<file path="src/rtl/i2s_sample_packer.sv">
// Packs one signed PCM sample per strobe into KEEP_BYTES MSB-first FIFO bytes,
// with optional round-half-up/saturate, backpressure handling and drop statistics.
module i2s_sample_packer #(
  parameter int DATA_SIZE  = 24,
  parameter int KEEP_BYTES = 2,
  parameter int ROUND      = 1,
  parameter int DROP_W     = 16
) (
  input  logic                 clk,
  input  logic                 rst,
  input  logic                 enable,
  input  logic                 sample_valid,
  input  logic [DATA_SIZE-1:0] sample_data,
  input  logic                 fifo_full,
  output logic                 fifo_wr_en,
  output logic [7:0]           fifo_wr_data,
  output logic                 busy,
  output logic                 overflow,
  output logic [DROP_W-1:0]    drop_count,
  input  logic                 clear_stats
);

  localparam int KW = 8 * KEEP_BYTES;
  localparam int L  = DATA_SIZE - KW;
  localparam int IW = (KEEP_BYTES > 1) ? $clog2(KEEP_BYTES) : 1;
  localparam logic [IW-1:0] LAST_IDX = IW'(KEEP_BYTES - 1);

  typedef enum logic {S_IDLE, S_EMIT} state_t;

  state_t          r_state;
  state_t          w_next;
  logic [KW-1:0]   r_shift;
  logic [IW-1:0]   r_byte_idx;
  logic [KW-1:0]   w_reduced;
  logic            w_wr;
  logic            w_last;
  logic            w_take;
  logic            w_accept;
  logic            w_drop;

  generate
    if (ROUND != 0 && L > 0) begin : g_round
      localparam logic [DATA_SIZE:0] HALF = {{DATA_SIZE{1'b0}}, 1'b1} << (L - 1);
      logic [DATA_SIZE:0] w_t;
      logic               w_sat;
      logic               w_unused;
      assign w_t      = {sample_data[DATA_SIZE-1], sample_data} + HALF;
      // Only non-negative inputs can cross the positive limit; the carry shows up in bit DATA_SIZE-1.
      assign w_sat    = !sample_data[DATA_SIZE-1] && w_t[DATA_SIZE-1];
      assign w_reduced = w_sat ? {1'b0, {(KW-1){1'b1}}} : w_t[DATA_SIZE-1:L];
      assign w_unused = ^{w_t[DATA_SIZE], w_t[L-1:0]};
    end else begin : g_trunc
      assign w_reduced = sample_data[DATA_SIZE-1:L];
      if (L > 0) begin : g_lsb
        logic w_unused;
        assign w_unused = ^sample_data[L-1:0];
      end
    end
  endgenerate

  assign w_wr     = (r_state == S_EMIT) && !fifo_full;
  assign w_last   = w_wr && (r_byte_idx == LAST_IDX);
  assign w_take   = sample_valid && enable;
  assign w_accept = w_take && ((r_state == S_IDLE) || w_last);
  assign w_drop   = w_take && (r_state == S_EMIT) && !w_last;

  assign fifo_wr_en   = w_wr;
  assign fifo_wr_data = r_shift[KW-1 -: 8];
  assign busy         = (r_state == S_EMIT);

  always_comb begin
    w_next = r_state;
    if (w_accept)    w_next = S_EMIT;
    else if (w_last) w_next = S_IDLE;
  end

  always_ff @(posedge clk or posedge rst) begin
    if (rst) begin
      r_state    <= S_IDLE;
      r_shift    <= '0;
      r_byte_idx <= '0;
    end else begin
      r_state <= w_next;
      if (w_accept) begin
        r_shift    <= w_reduced;
        r_byte_idx <= '0;
      end else if (w_wr) begin
        r_shift    <= r_shift << 8;
        r_byte_idx <= r_byte_idx + IW'(1);
      end
    end
  end

  // A drop coinciding with clear is still recorded on top of the cleared state.
  always_ff @(posedge clk or posedge rst) begin
    if (rst) begin
      overflow   <= 1'b0;
      drop_count <= '0;
    end else if (clear_stats) begin
      overflow   <= w_drop;
      drop_count <= w_drop ? DROP_W'(1) : '0;
    end else if (w_drop) begin
      overflow <= 1'b1;
      if (drop_count != '1) drop_count <= drop_count + DROP_W'(1);
    end
  end

endmodule
</file>
<file path="config.mk">
export PLATFORM = sky130hd
export DESIGN_NAME = i2s_sample_packer
export DESIGN_NICKNAME = d
export VERILOG_FILES = /design/src/rtl/i2s_sample_packer.sv
export SDC_FILE = /design/constraint.sdc
export NUM_CORES = 1
export LEC_CHECK = 0
export ABC_AREA = 1
export CORE_MARGIN = 3
export CORE_UTILIZATION = 45
export CTS_BUF_LIST = sky130_fd_sc_hd__clkbuf_8
export DETAILED_ROUTE_END_ITERATION = 10
export DONT_BUFFER_PORTS = 1
export PLACE_DENSITY = 0.57
export SETUP_SLACK_MARGIN = 0.15
export SLEW_MARGIN = 20
export SYNTH_ARGS = -nofsm -noshare
export SYNTH_HDL_FRONTEND = slang
export SYNTH_SLANG_ARGS = --single-unit
</file>
<file path="constraint.sdc">
create_clock -name clk -period 2.2 [get_ports clk]
set_input_delay 0.44 -clock clk [delete_from_list [all_inputs] [get_ports clk]]
set_output_delay 0.44 -clock clk [all_outputs]
set_load 0.05 [all_outputs]
</file>
==> results.txt <==
- The run finished with clean final reports.
- Of the cells placed in the final design, the portion with a size suffix greater than 1 is 12.4%.
* Via count: 2150
- Summed over all nets, the switching power comes to 0.890 mW.
- The number of hold buffers added after CTS was 0.
* Full die area: 0.00624 mm²
- After legalization and detailed placement, the total HPWL measured 4160 µm.
- For met3 alone, demand over resource in global routing was 5.56%.
* Max_slew headroom: 63.5%
- For this run, the leading register cell type out of synthesis is dfrtp_1.
* Most area-consuming cells after synthesis: dfrtp_1 36%, nand2_1 24%, nand3_1 5.6%
- In this run, CTS created clock tree buffers numbering 5.
- Once layout is complete, the cells apart from fillers number 437.
- At the end of routability-driven placement, the weighted congestion stood at 0.815.
- At the later pin of the worst-skew pair, clock insertion delay measures 0.29 ns.
- Met1 Resource Use GR: 29.0%
* Number of endpoints failing setup at the final stage: 0
* Critical path type: register to register
* Sequential element share of the synthesized area: 36.5%
- Final clock period utilization by the worst path: 79.8%
- In this run the static leakage power is 1.40 nW.
- For the worst setup path, the data required time is 2.38 ns.
- Clock share of power: 24.6%
* R2r worst-path depth: 9
* Crit path time final: 1.76 ns
- Detailed-route wire length: 5620 µm
- Internal power comes to 1.21 mW.
- Number of buffers inserted by port buffering: 0
* Largest net degree at the start of global routing: 36
- Fmax: 569 MHz
- Crit path max-delay cell type: nor2_4
- Top-level port count: 57
- Worst EP arrival: 1.93 ns
- After the first detailed-routing iteration, the DRC count stood at 132.
* Area delta synth->final: 10.1%
- met1 is the most crowded layer.
* CTS tree: built
- Synthesized cell area: 0.00240 mm²
- Setup repair after global routing left no endpoint under its margin.
- In this run the deepest clock path goes through 2 buffers.
- Floorplan die width: 79.0 µm
- Global-route congestion overflow total: 0
- Utilization after layout: 53.4%
- The die is 79.0 µm tall.
* Cell row count: 25
- Launch point of the worst reg-to-reg path: drop_count[0]$_DFFE_PP0P_
- Critical path launch point type: register
- Number of global-route vias before repair: 1999
* Final setup skew: 0.00873 ns
- Maximum resistive drop on vdd: 438 µV
- For met2 alone, demand over resource in global routing was 26.9%.
- Setup slack of the worst register-to-register path: 0.44 ns
- Across the run, the number of max-cap violations was 0.
- The first global-routing pass estimated 9560 µm of wire.
* ANT cells: 0
- For this run, design rule violations remaining after detail routing come to 0.
- Starting density of the core: 48.6%
- Cells along the critical path: ha_1 > nand3_2 > inv_2 > nand2_2 > nor2_4 > nor2_4 > nor2_8 > nand2_1 > nand2_1
- Most numerous cell types in the synthesized netlist: 152 x nand2_1, 35 x dfrtp_1, 30 x inv_1, 30 x nor2_1, 27 x nand3_1
* Sink Count: 35
- Core area: 0.00494 mm²
- In this run switching power makes up 42.4% of total power.
- Worst r2r dst: drop_count[15]$_DFFE_PP0P_
* Unique masters post-synth: 28
* Max-slew violation count: 0
- Resize count post-CTS: 0
* Number of antenna violations at the first check in global routing: 0
- The tree is rooted in a clkbuf_8.
- Kind of cell adding the most delay to the critical path: simple AND/OR/NAND/NOR gates
- Placement Setup Slack: 0.420 ns
- Placed Cells: 429
- Setup TNS: 0 ns
- Worst-Margin Slew: 0.547 ns
* Avg WL per Cell: 12.9 µm
* Power per cell area: 794 mW/mm²
* Number of H-tree branching levels: 2
- Postcts setup bufs: 0
- Final Hold Vio Count: 0
- Post-synthesis register bit count: 35
* Area fraction of the dominant cell type after synthesis: 36.5%
* Net count of the mapped netlist: 389
* Clock-pin slew on the worst setup and hold paths: 0.08 ns
- After detailed routing, the number of vias per cell comes to 4.92.
- After layout, the worst setup slack is 0.443 ns.
- Seq pwr share: 52.7%
- Kind of end point of the critical path: register
- The worst hold path belongs to the class input pin to asynchronous set/reset pin.
* Combinational power share: 22.8%
- Longest individual stage delay on the worst path: 0.39 ns
* Critical path buffer and inverter count: 1
- The cell count after synthesis came out at 357.
* Synthesis warning total: 0
- Synth async-reset ratio: 100%
* Number of optimization iterations in the first detailed-route pass: 4
- Mean post-synth cell area: 6.72 µm²
* Maximum fanout encountered on the critical timing path: 17
- For this run, the total global-route usage over all layers was measured as 19.6%.
- Summed over all instances, the cell type with the most area after synthesis is dfrtp_1.
- The detail route stage leaves a number of antenna-violating nets equal to 0.
- EDFF count, synth: 0
* Most common cell in the netlist: nand2_1
* Number of nets in the layout: 401
worst max path at each step:
stage	from	endpoint	slack [ns]	cells after the start
2_1_floorplan	busy$_DFFE_PP0P_	fifo_wr_en	0.19	3
3_3_place_gp	drop_count[0]$_DFFE_PP0P_	drop_count[15]$_DFFE_PP0P_	0.44	9
3_5_place_dp	drop_count[0]$_DFFE_PP0P_	drop_count[15]$_DFFE_PP0P_	0.42	9
4_1_cts	drop_count[0]$_DFFE_PP0P_	drop_count[2]$_DFFE_PP0P_	0.41	9
5_1_grt	drop_count[0]$_DFFE_PP0P_	drop_count[15]$_DFFE_PP0P_	0.27	9
6_report	drop_count[0]$_DFFE_PP0P_	drop_count[15]$_DFFE_PP0P_	0.44	9
cells by family (layout without fill, tap and decap cells):
group	after synthesis	in the layout	synth area share, %
buffers and inverters	51	64	9.75
flip-flops	35	35	36.5
AO/OA/AOI/OAI	12	12	3.18
XOR/XNOR	9	9	3.28
adder cells (fa/ha/maj)	2	2	1.04
AND/OR/NAND/NOR	248	248	46.2
registers in the layout, summed over array words and instances, names as in the netlist:
name and count:
drop_count 16, r_shift 16, busy 1, overflow 1, r_byte_idx 1
cell type report:
cell class | count | area, µm²
multi-input cells | 271 | 1290
clock buffers | 7 | 96.3
clock inverters | 1 | 3.75
repair buffers | 21 | 158
fillers | 539 | 2300
flip-flops and latches | 35 | 876
well taps | 67 | 83.8
inverters | 35 | 131
routing by layer:
layer | up-vias | wire length (µm)
met1 | 944 | 2930
met4 | 0 | 80
met2 | 60 | 2230
met5 | - | 0
li1 | 1141 | -
met3 | 5 | 384
power groups by stage:
| stage | Combinational, mW | Sequential, mW | Clock [mW] |
|---|---|---|---|
| 6_report | 0.478 | 1.11 | 0.516 |
| 5_1_grt | 0.543 | 1.12 | 0.565 |
| 4_1_cts | 0.484 | 1.11 | 0.530 |
| 3_5_place_dp | 0.482 | 1.12 | 0 |
| 3_3_place_gp | 0.477 | 1.12 | 0 |
| 2_1_floorplan | 0.663 | 0.911 | 0 |
stage by stage:
step	hold slack, ns	power, mW	instance area (µm²)
floorplan	0.449	1.57	2400
global placement	0.466	1.59	2540
detailed placement	0.464	1.60	2540
CTS	0.147	2.12	2640
global route	0.171	2.23	2640
finish	0.141	2.10	2640
placed cells by master, fill, tap and decap left out, types with 4 or more instances in the layout:
master / netlist / final
buf_4: 8 / 21
inv_1: 30 / 31
nor2_4: 4 / 4
o21bai_1: 5 / 5
nand4_1: 19 / 19
nand2_1: 152 / 152
or2_2: 4 / 4
xnor2_1: 4 / 4
o21ai_0: 5 / 5
clkbuf_8: 0 / 7
dfrtp_1: 35 / 35
nand3_1: 27 / 27
nor2_1: 30 / 29
nand3b_1: 5 / 5
xor2_1: 5 / 5
No activity file was read; power rests on OpenSTA's default activity.
